===== src/rtl/ram_arbiter_pkg.sv =====
// Shared types and constants for the data-RAM arbiter: data width, access-size
// encodings and the grant encoding.
package ram_arbiter_pkg;

    localparam int XLEN   = 64;
    localparam int XBYTES = XLEN / 8;

    typedef enum logic [1:0] {
        MASK_BYTE   = 2'd0,
        MASK_HALF   = 2'd1,
        MASK_WORD   = 2'd2,
        MASK_DOUBLE = 2'd3
    } mask_e;

    typedef enum logic {
        ARB_IF = 1'b0,
        ARB_LS = 1'b1
    } arb_e;

endpackage


===== src/rtl/ram_arbiter_if.sv =====
// Bundle of the IF/LS request-response handshakes and the RAM access port.
// slave = arbiter view, master = core pipeline plus RAM view.
interface ram_arbiter_if;
    import ram_arbiter_pkg::*;

    logic            if_req_valid;
    logic            if_req_ready;
    logic [XLEN-1:0] if_req_addr;
    logic            if_resp_valid;
    logic            if_resp_ready;
    logic [XLEN-1:0] if_resp_rdata;
    logic            if_resp_err;

    logic            ls_req_valid;
    logic            ls_req_ready;
    logic [XLEN-1:0] ls_req_addr;
    logic            ls_req_wen;
    logic [XLEN-1:0] ls_req_wdata;
    logic [1:0]      ls_req_wmask;
    logic            ls_resp_valid;
    logic            ls_resp_ready;
    logic [XLEN-1:0] ls_resp_rdata;
    logic            ls_resp_err;

    logic [XLEN-1:0] ram_addr_o;
    logic            ram_wen_o;
    logic [XLEN-1:0] ram_wdata_o;
    logic [1:0]      ram_wmask_o;
    logic [XLEN-1:0] ram_rdata_i;

    modport slave (
        input  if_req_valid, if_req_addr, if_resp_ready,
        input  ls_req_valid, ls_req_addr, ls_req_wen, ls_req_wdata, ls_req_wmask, ls_resp_ready,
        input  ram_rdata_i,
        output if_req_ready, if_resp_valid, if_resp_rdata, if_resp_err,
        output ls_req_ready, ls_resp_valid, ls_resp_rdata, ls_resp_err,
        output ram_addr_o, ram_wen_o, ram_wdata_o, ram_wmask_o
    );

    modport master (
        output if_req_valid, if_req_addr, if_resp_ready,
        output ls_req_valid, ls_req_addr, ls_req_wen, ls_req_wdata, ls_req_wmask, ls_resp_ready,
        output ram_rdata_i,
        input  if_req_ready, if_resp_valid, if_resp_rdata, if_resp_err,
        input  ls_req_ready, ls_resp_valid, ls_resp_rdata, ls_resp_err,
        input  ram_addr_o, ram_wen_o, ram_wdata_o, ram_wmask_o
    );

endinterface


===== src/rtl/ram_fault_check.sv =====
// Combinational alignment and range check for one RAM access. Every access
// reads an 8-byte window, so the last legal start index is SIZE-8.
module ram_fault_check
    import ram_arbiter_pkg::*;
#(
    parameter int SIZE      = 1024,
    parameter int ADDR_BITS = 10
) (
    input  logic [XLEN-1:0] i_addr,
    input  logic [1:0]      i_wmask,
    input  logic            i_is_ifu,
    output logic            o_fault
);

    logic w_misaligned;
    logic w_out_of_range;

    // NOTE: every signal written in always_comb gets a default first, so no path can infer a latch.
    always_comb begin
        w_misaligned = 1'b0;
        if (i_is_ifu) begin
            w_misaligned = |i_addr[1:0];
        end else begin
            case (i_wmask)
                MASK_HALF:   w_misaligned = i_addr[0];
                MASK_WORD:   w_misaligned = |i_addr[1:0];
                MASK_DOUBLE: w_misaligned = |i_addr[2:0];
                default:     w_misaligned = 1'b0;
            endcase
        end
    end

    assign w_out_of_range = (|i_addr[XLEN-1:ADDR_BITS]) ||
                            (i_addr[ADDR_BITS-1:0] > ADDR_BITS'(SIZE - XBYTES));

    assign o_fault = w_misaligned || w_out_of_range;

endmodule


===== src/rtl/ram_arbiter.sv =====
// Single-port data-RAM arbiter: LS-priority with an IF starvation guard,
// per-access fault checking and one registered response slot per requester.
module ram_arbiter
    import ram_arbiter_pkg::*;
#(
    parameter int SIZE         = 1024,
    parameter int ADDR_BITS    = 10,
    parameter int STARVE_LIMIT = 4
) (
    input  logic         clk,
    input  logic         rst_n,
    ram_arbiter_if.slave bus
);

    localparam logic [3:0] LIMIT = 4'(STARVE_LIMIT);

    logic            w_if_fault;
    logic            w_ls_fault;
    logic            w_if_elig;
    logic            w_ls_elig;
    logic            w_grant_any;
    arb_e            w_grant;
    logic            w_win_if;
    logic            w_win_ls;

    logic [3:0]      r_starve_cnt;
    logic            r_if_resp_valid;
    logic [XLEN-1:0] r_if_resp_rdata;
    logic            r_if_resp_err;
    logic            r_ls_resp_valid;
    logic [XLEN-1:0] r_ls_resp_rdata;
    logic            r_ls_resp_err;

    ram_fault_check #(.SIZE(SIZE), .ADDR_BITS(ADDR_BITS)) u_if_fault (
        .i_addr   (bus.if_req_addr),
        .i_wmask  (MASK_DOUBLE),
        .i_is_ifu (1'b1),
        .o_fault  (w_if_fault)
    );

    ram_fault_check #(.SIZE(SIZE), .ADDR_BITS(ADDR_BITS)) u_ls_fault (
        .i_addr   (bus.ls_req_addr),
        .i_wmask  (bus.ls_req_wmask),
        .i_is_ifu (1'b0),
        .o_fault  (w_ls_fault)
    );

    // A slot that drains this cycle can be refilled in the same cycle.
    assign w_if_elig = bus.if_req_valid && (!r_if_resp_valid || bus.if_resp_ready);
    assign w_ls_elig = bus.ls_req_valid && (!r_ls_resp_valid || bus.ls_resp_ready);

    // NOTE: grants are qualified by rst_n so nothing reaches the RAM, least of all a write, while reset is held.
    assign w_grant_any = rst_n && (w_if_elig || w_ls_elig);

    always_comb begin
        w_grant = ARB_LS;
        if (w_if_elig && w_ls_elig)
            w_grant = (r_starve_cnt == LIMIT) ? ARB_IF : ARB_LS;
        else if (w_if_elig)
            w_grant = ARB_IF;
    end

    assign w_win_if = w_grant_any && (w_grant == ARB_IF);
    assign w_win_ls = w_grant_any && (w_grant == ARB_LS);

    assign bus.if_req_ready = w_win_if;
    assign bus.ls_req_ready = w_win_ls;

    always_comb begin
        bus.ram_addr_o  = '0;
        bus.ram_wen_o   = 1'b0;
        bus.ram_wdata_o = '0;
        bus.ram_wmask_o = MASK_DOUBLE;
        if (w_win_ls) begin
            bus.ram_addr_o  = bus.ls_req_addr;
            bus.ram_wen_o   = bus.ls_req_wen && !w_ls_fault;
            bus.ram_wdata_o = bus.ls_req_wdata;
            bus.ram_wmask_o = bus.ls_req_wmask;
        end else if (w_win_if) begin
            bus.ram_addr_o  = bus.if_req_addr;
        end
    end

    // NOTE: sequential state uses non-blocking assignments only, so every register samples pre-edge values.
    always_ff @(posedge clk or negedge rst_n) begin
        if (!rst_n) begin
            r_starve_cnt <= '0;
        end else if (w_win_if) begin
            r_starve_cnt <= '0;
        end else if (w_if_elig && (r_starve_cnt != LIMIT)) begin
            r_starve_cnt <= r_starve_cnt + 4'd1;
        end
    end

    always_ff @(posedge clk or negedge rst_n) begin
        if (!rst_n) begin
            r_if_resp_valid <= 1'b0;
            r_if_resp_rdata <= '0;
            r_if_resp_err   <= 1'b0;
        end else if (w_win_if) begin
            r_if_resp_valid <= 1'b1;
            r_if_resp_rdata <= w_if_fault ? '0 : bus.ram_rdata_i;
            r_if_resp_err   <= w_if_fault;
        end else if (bus.if_resp_ready) begin
            r_if_resp_valid <= 1'b0;
        end
    end

    // Stores and faulting loads return zero data.
    always_ff @(posedge clk or negedge rst_n) begin
        if (!rst_n) begin
            r_ls_resp_valid <= 1'b0;
            r_ls_resp_rdata <= '0;
            r_ls_resp_err   <= 1'b0;
        end else if (w_win_ls) begin
            r_ls_resp_valid <= 1'b1;
            r_ls_resp_rdata <= (w_ls_fault || bus.ls_req_wen) ? '0 : bus.ram_rdata_i;
            r_ls_resp_err   <= w_ls_fault;
        end else if (bus.ls_resp_ready) begin
            r_ls_resp_valid <= 1'b0;
        end
    end

    assign bus.if_resp_valid = r_if_resp_valid;
    assign bus.if_resp_rdata = r_if_resp_rdata;
    assign bus.if_resp_err   = r_if_resp_err;
    assign bus.ls_resp_valid = r_ls_resp_valid;
    assign bus.ls_resp_rdata = r_ls_resp_rdata;
    assign bus.ls_resp_err   = r_ls_resp_err;

endmodule


===== src/flat_wrapper.sv =====
// flat-port wrapper written by rule: the top's interface ports become plain ports
module ram_arbiter_flat import ram_arbiter_pkg::*;
#(
    parameter int SIZE         = 1024,
    parameter int ADDR_BITS    = 10,
    parameter int STARVE_LIMIT = 4
)
  (clk, rst_n, bus_if_req_valid, bus_if_req_addr, bus_if_resp_ready, bus_ls_req_valid, bus_ls_req_addr, bus_ls_req_wen, bus_ls_req_wdata, bus_ls_req_wmask, bus_ls_resp_ready, bus_ram_rdata_i, bus_if_req_ready, bus_if_resp_valid, bus_if_resp_rdata, bus_if_resp_err, bus_ls_req_ready, bus_ls_resp_valid, bus_ls_resp_rdata, bus_ls_resp_err, bus_ram_addr_o, bus_ram_wen_o, bus_ram_wdata_o, bus_ram_wmask_o);
  ram_arbiter_if bus_i ();
  input  logic clk;
  input  logic rst_n;
  input wire logic [$bits(bus_i.if_req_valid)-1:0] bus_if_req_valid;
  input wire logic [$bits(bus_i.if_req_addr)-1:0] bus_if_req_addr;
  input wire logic [$bits(bus_i.if_resp_ready)-1:0] bus_if_resp_ready;
  input wire logic [$bits(bus_i.ls_req_valid)-1:0] bus_ls_req_valid;
  input wire logic [$bits(bus_i.ls_req_addr)-1:0] bus_ls_req_addr;
  input wire logic [$bits(bus_i.ls_req_wen)-1:0] bus_ls_req_wen;
  input wire logic [$bits(bus_i.ls_req_wdata)-1:0] bus_ls_req_wdata;
  input wire logic [$bits(bus_i.ls_req_wmask)-1:0] bus_ls_req_wmask;
  input wire logic [$bits(bus_i.ls_resp_ready)-1:0] bus_ls_resp_ready;
  input wire logic [$bits(bus_i.ram_rdata_i)-1:0] bus_ram_rdata_i;
  output wire logic [$bits(bus_i.if_req_ready)-1:0] bus_if_req_ready;
  output wire logic [$bits(bus_i.if_resp_valid)-1:0] bus_if_resp_valid;
  output wire logic [$bits(bus_i.if_resp_rdata)-1:0] bus_if_resp_rdata;
  output wire logic [$bits(bus_i.if_resp_err)-1:0] bus_if_resp_err;
  output wire logic [$bits(bus_i.ls_req_ready)-1:0] bus_ls_req_ready;
  output wire logic [$bits(bus_i.ls_resp_valid)-1:0] bus_ls_resp_valid;
  output wire logic [$bits(bus_i.ls_resp_rdata)-1:0] bus_ls_resp_rdata;
  output wire logic [$bits(bus_i.ls_resp_err)-1:0] bus_ls_resp_err;
  output wire logic [$bits(bus_i.ram_addr_o)-1:0] bus_ram_addr_o;
  output wire logic [$bits(bus_i.ram_wen_o)-1:0] bus_ram_wen_o;
  output wire logic [$bits(bus_i.ram_wdata_o)-1:0] bus_ram_wdata_o;
  output wire logic [$bits(bus_i.ram_wmask_o)-1:0] bus_ram_wmask_o;
  assign bus_i.if_req_valid = bus_if_req_valid;
  assign bus_i.if_req_addr = bus_if_req_addr;
  assign bus_i.if_resp_ready = bus_if_resp_ready;
  assign bus_i.ls_req_valid = bus_ls_req_valid;
  assign bus_i.ls_req_addr = bus_ls_req_addr;
  assign bus_i.ls_req_wen = bus_ls_req_wen;
  assign bus_i.ls_req_wdata = bus_ls_req_wdata;
  assign bus_i.ls_req_wmask = bus_ls_req_wmask;
  assign bus_i.ls_resp_ready = bus_ls_resp_ready;
  assign bus_i.ram_rdata_i = bus_ram_rdata_i;
  assign bus_if_req_ready = bus_i.if_req_ready;
  assign bus_if_resp_valid = bus_i.if_resp_valid;
  assign bus_if_resp_rdata = bus_i.if_resp_rdata;
  assign bus_if_resp_err = bus_i.if_resp_err;
  assign bus_ls_req_ready = bus_i.ls_req_ready;
  assign bus_ls_resp_valid = bus_i.ls_resp_valid;
  assign bus_ls_resp_rdata = bus_i.ls_resp_rdata;
  assign bus_ls_resp_err = bus_i.ls_resp_err;
  assign bus_ram_addr_o = bus_i.ram_addr_o;
  assign bus_ram_wen_o = bus_i.ram_wen_o;
  assign bus_ram_wdata_o = bus_i.ram_wdata_o;
  assign bus_ram_wmask_o = bus_i.ram_wmask_o;
  ram_arbiter #(.SIZE(SIZE), .ADDR_BITS(ADDR_BITS), .STARVE_LIMIT(STARVE_LIMIT)) u_core (.clk(clk), .rst_n(rst_n), .bus(bus_i));
endmodule

===== config.mk =====
export PLATFORM = sky130hd
export DESIGN_NAME = ram_arbiter_flat
export DESIGN_NICKNAME = d
export VERILOG_FILES = /design/src/rtl/ram_arbiter_pkg.sv /design/src/rtl/ram_arbiter_if.sv /design/src/rtl/ram_fault_check.sv /design/src/rtl/ram_arbiter.sv /design/src/flat_wrapper.sv
export SDC_FILE = /design/constraint.sdc
export NUM_CORES = 1
export LEC_CHECK = 0
export CAP_MARGIN = 20
export CORE_AREA = 2 2 208 210
export DETAILED_ROUTE_END_ITERATION = 16
export DIE_AREA = 0 0 210 212
export PLACE_DENSITY = 0.55
export REMOVE_ABC_BUFFERS = 1
export SLEW_MARGIN = 5
export SYNTH_ARGS = -nofsm -noshare
export SYNTH_HDL_FRONTEND = slang
export SYNTH_SLANG_ARGS = --single-unit

===== constraint.sdc =====
create_clock -name clk -period 2.98 [get_ports clk]
set_input_delay 0.596 -clock clk [delete_from_list [all_inputs] [get_ports clk]]
set_output_delay 0.596 -clock clk [all_outputs]
set_load 0.05 [all_outputs]

# Word-level counts from Yosys, hierarchy flattened
# Index checks and enable logic that the tools add are counted.
[word_totals] register_bits=136 in_bits=265 out_inout_bits=265 elab_cells=60
[op_classes] add_sub_neg=1 n_lt_le_gt_ge=2 eq_ne=5 muxes=17 bitwise=1 reduce_logical=27
[ops] op="64-bit two-way mux" count=5
[ops] op="54-bit OR reduction" count=2
[ops] op="10-bit greater-than comparator (second input constant)" count=2
[ops] op="1-bit logical AND" count=8
[ops] op="1-bit logical OR" count=8
[ops] op="1-bit two-way mux" count=8
[ops] op="4-bit two-way mux" count=2
[ops] op="2-bit nonzero test" count=3
[ops] op="4-bit by 1-bit adder with 4-bit output (second input constant)" count=1
[ops] op="2-bit == test (second input constant)" count=2
[ops] op="4-bit by 3-bit == test with 1-bit output (second input constant)" count=1
[ops] op="4-bit by 3-bit inequality test with 1-bit output (second input constant)" count=1
[ops] op="2-bit OR reduction" count=2
[ops] op="1-bit zero test" count=3
[ops] op="1-bit one-hot mux with 3 select lines" count=1
[ops] op="3-bit OR reduction" count=1
[ops] op="2-bit by 1-bit == test with 1-bit output (second input constant)" count=1
[ops] op="2-bit two-way mux" count=1
[ops] op="1-bit NOT" count=1

# Logic depth before layout (Yosys ltp)
[logic_depth] depth_word=9 depth_mapped=9

# By module
# From an unflattened synthesis, not the netlist that was laid out.
[unflattened] hier_cells=866 area_unflattened_um2=7841.3
[by_module_without_submodules] module="ram_arbiter" instances=1 cells_each=816 area_per_inst_um2=7518.5 seq_area_each_um2=3403.3
[by_module_without_submodules] module="ram_fault_check" instances=2 cells_each=25 area_per_inst_um2=161.4 seq_area_each_um2=0.0

# Least setup slack after synthesis
# No wires, ideal clock.
[synth_path] path_kind="in2out" startpoint="input bus_ls_req_addr[38]" endpoint="output bus_ram_wen_o" arrival_ns=2.907 slack_ns=-0.523 cell_stages=4 path_cell_list="or4_4 nor3_2 nand4_2 nor4_1"
[synth_between] elab_chain_len=6
[synth_rtl] item="start, declared" line_no="flat_wrapper.sv:16" text="input wire logic [$bits(bus_i.ls_req_addr)-1:0] bus_ls_req_addr;"
[synth_rtl] item="54-bit OR reduction" line_no="ram_fault_check.sv:33" text="assign w_out_of_range = (|i_addr[XLEN-1:ADDR_BITS]) ||"
[synth_rtl] item="1-bit logical OR" line_no="ram_fault_check.sv:33"
[synth_rtl] item="1-bit logical OR" line_no="ram_fault_check.sv:36" text="assign o_fault = w_misaligned || w_out_of_range;"
[synth_rtl] item="1-bit zero test" line_no="ram_arbiter.sv:76" text="bus.ram_wen_o = bus.ls_req_wen && !w_ls_fault;"
[synth_rtl] item="1-bit logical AND" line_no="ram_arbiter.sv:76"
[synth_rtl] item="1-bit two-way mux" line_no="ram_arbiter.sv:74" text="if (w_win_ls) begin"
[synth_rtl] item="end, declared" line_no="flat_wrapper.sv:31" text="output wire logic [$bits(bus_i.ram_wen_o)-1:0] bus_ram_wen_o;"
# Every way passes these cells.

# Final worst setup path
[layout_path] startpoint="input bus_ls_req_addr[27]" endpoint="output bus_ram_wen_o"
# Same word-level chain as after synthesis.

==> metrics.yaml <==
status: "finished clean"
grt_pass1_wl_um: 55570
crit_required_ps: 2380
io_pins: 530
synthMuxAreaShare_pct: 0.1564
core.rowCount: 76
cp_cell_sequence: "clkdlybuf4s50_1 > nor4_1 > nand4_1 > or3_4 > nor4_4 > buf_4 > buf_12"
cts_buffers: 17
syn_area_um2: 6401
avgSynthCellArea_um2: 11.99
worstPathMaxFanout: 2
seqPwrFrac_pct: 31.0
io_buffer_count: 529
clkLatencyLatePin_ps: 430
synth_edf_count: 0
report.final.slew_viol_count: 0
relSlewSlack_pct: 40.65
final_cell_mix: "clkdlybuf4s50_1, a22o_1, dfrtp_1, buf_4, buf_12"
design.core.area_um2: 42510
drc: 0
ir_drop_v: 0.0003622
htreeDepth: 4
yosys.area_share.simple_pct: 13.86
synth_compound_gate_area_share_pct: 26.90
hold_viol_final: 0
synthAdderAreaFrac_pct: 0.3909
synth-seq-cells: 136
root_buffer: "clkbuf_16"
swShare_pct: 33.95
cts_tree: "done"
grt_overflow: 0
wl_um: 39970
grt_usage_pct: 17.27
synth_top_family_by_area: "compound AO/OA/AOI/OAI gates"
crit_slowest_cell: "clkdlybuf4s50_1"
synthXorXnorAreaFrac_pct: 0.4105
crit_family: "simple AND/OR/NAND/NOR gates"
cts.path.max_buffers: 2
rsz0062_at_grt: "yes"
final_common_cell: "clkdlybuf4s50_1"
holdCritPathClass: "input pin to asynchronous set/reset pin"
p_per_area_nw_per_um2: 431.0
grt_max_degree: 131
grt_pass1_vias: 7559
wl_per_cell_um: 24.09
vias: 7325
dieWidth_um: 210
area_growth_syn_to_layout_pct: 122.2
tightest_slew_ps: 890.2
drive_gt1_share_pct: 26.33
post_drt_via_cell_ratio: 4.415
clkTransAtPathRegs_ps: 60
antenna_found_initial: 11
nNetsFinal: 1359
setup_violations: 0
hpwlAfterDp_um: 31230
fillers: 4261
path_buf_inv: 3
ys_warn_count: 0
gp_congestion: 0.9147
yosysSeqAreaShare_pct: 53.17
drt_iter0_drc: 442
p_int_mw: 4.049
pwr-share-clk_pct: 33.2
clock_skew_ps: 5.827
cp-start-kind: "input pin"
dpl_cell_area_um2: 13220
power.switching_mw: 2.082
ant_nets: 0
fin_util_pct: 33.46
synth_ff_type: "dfrtp_1"
die_area_um2: 44520
fin_area_um2: 14220
multi_input_area_um2: 3089
slowest_delay_ps: 460
fmax_mhz: 340.9
async_flop_share_pct: 100.0
p_leak_nw: 6.424
cts.sinks: 136
cap_violations: 0
cp-end-kind: "output port"
min_period_ps: 2933
crit_type: "input pin to output port"
pwr-share-comb_pct: 35.8
ff_latch_area_um2: 3403
synth_cell_type_count: 37
post-route-period-util_pct: 98.44
crit_arrival_ps: 2340
initial_core_util_pct: 15.06
dieHeight_um: 212
syn_inst: 534
first_pass_iters: 4
## worst reg2reg max path: cells and delay by family (launching register included)
family	cells	cell delay, ps
buffers and inverters	4	980
adders and majority gates	1	170
DFF	1	400
and+or+nand+nor	1	250
AOI/OAI and AO/OA	2	590
## logic make-up after synthesis
| group | Yosys count |
|---|---|
| simple gates | 135 |
| xor+xnor | 3 |
| buf+inv | 61 |
| fa+ha+maj | 2 |
| mux | 1 |
| compound gates | 196 |
| flops | 136 |
## synthesized netlist by cell type (2+ instances only)
master	instances	area, µm²
a22o_1	191	1673
dfrtp_1	136	3403
and3_1	64	400.4
clkbuf_1	36	135.1
nor4_1	25	156.4
buf_6	12	135.1
buf_2	7	35.03
nand2_1	7	26.28
nand4_1	7	43.79
nor2_1	7	26.28
nand2b_1	4	25.02
nor3_1	4	20.02
inv_1	3	11.26
nand3_1	3	15.01
and3b_1	2	17.52
ha_1	2	25.02
inv_2	2	7.510
nor4_4	2	42.54
xor2_1	2	17.52
## metal layers
layer / global-route usage [%] / wire length (µm) / up-vias
li1: - / - / 3254
met1: 20.19 / 15730 / 3667
met2: 29.63 / 20040 / 351
met3: 6.086 / 3235 / 45
met4: 5.454 / 899 / 8
met5: 0 / 67 / -
## layout make-up
| class | count | area share, % |
|---|---|---|
| Multi-Input combinational cell | 337 | 21.72 |
| Tap cell | 546 | 4.803 |
| Clock buffer | 19 | 3.114 |
| Inverter | 5 | 0.1319 |
| Antenna cell | 8 | 0.1407 |
| Sequential cell | 136 | 23.93 |
| Clock inverter | 13 | 0.8621 |
| Timing Repair Buffer | 595 | 45.30 |
## path summary, 6_finish.rpt
check | from | end | slack (ps) | depth (start not counted)
hold reg to reg | u_core.bus.if_resp_rdata[39] | u_core.bus.if_resp_rdata[39] | 500 | 1
setup reg to reg | u_core.r_starve_cnt[1] | u_core.bus.if_resp_rdata[38] | 530 | 8
hold / removal | rst_n | u_core.bus.ls_resp_rdata[40] | 310 | 2
max in group asynchronous | rst_n | u_core.bus.if_resp_valid | 2090 | 2
min in group clk | u_core.bus.if_resp_rdata[39] | u_core.bus.if_resp_rdata[39] | 500 | 1
setup / recovery | bus_ls_req_addr[27] | bus_ram_wen_o | 50 | 7
## flip-flops by register name (all words and copies together), names as in the netlist
name / flops
u_core.bus.ls_resp_valid: 1
u_core.bus.if_resp_err: 1
u_core.r_starve_cnt: 4
u_core.bus.ls_resp_rdata: 64
u_core.bus.if_resp_rdata: 64
u_core.bus.if_resp_valid: 1
u_core.bus.ls_resp_err: 1
## power by group through the flow
stage | sequential [mW] | clock (mW) | combinational, mW
6_report | 1.90 | 2.04 | 2.19
3_5_place_dp | 1.94 | 0 | 2.08
4_1_cts | 1.90 | 2.10 | 2.11
5_1_grt | 1.90 | 2.18 | 2.28
3_3_place_gp | 1.94 | 0 | 2.08
2_1_floorplan | 1.95 | 0 | 0.821
## repair_timing
action                                  in CTS  in global routing
setup buffers                                1                  5
hold endpoints to repair                     6                  0
pin swaps                                   19                 12
endpoints found under the setup margin      60                 64
hold buffers                                 1                  0
resized for setup                           53                 42
## per-stage QoR
step | power, mW | worst slack (ps) | hold slack, ps | TNS [ps] | instances
2_1_floorplan | 2.768 | -5432 | 300.4 | -584130 | 478
3_3_place_gp | 4.019 | -397.8 | 421.3 | -5192 | 1612
3_5_place_dp | 4.016 | -365.1 | 423.0 | -3212 | 1612
4_1_cts | 6.108 | 1.441 | 336.2 | 0 | 1646
5_1_grt | 6.368 | -51.10 | 358.1 | -1587 | 1657
6_report | 6.131 | 46.57 | 308.9 | 0 | 1659
No activity file was read; power rests on OpenSTA's default activity.
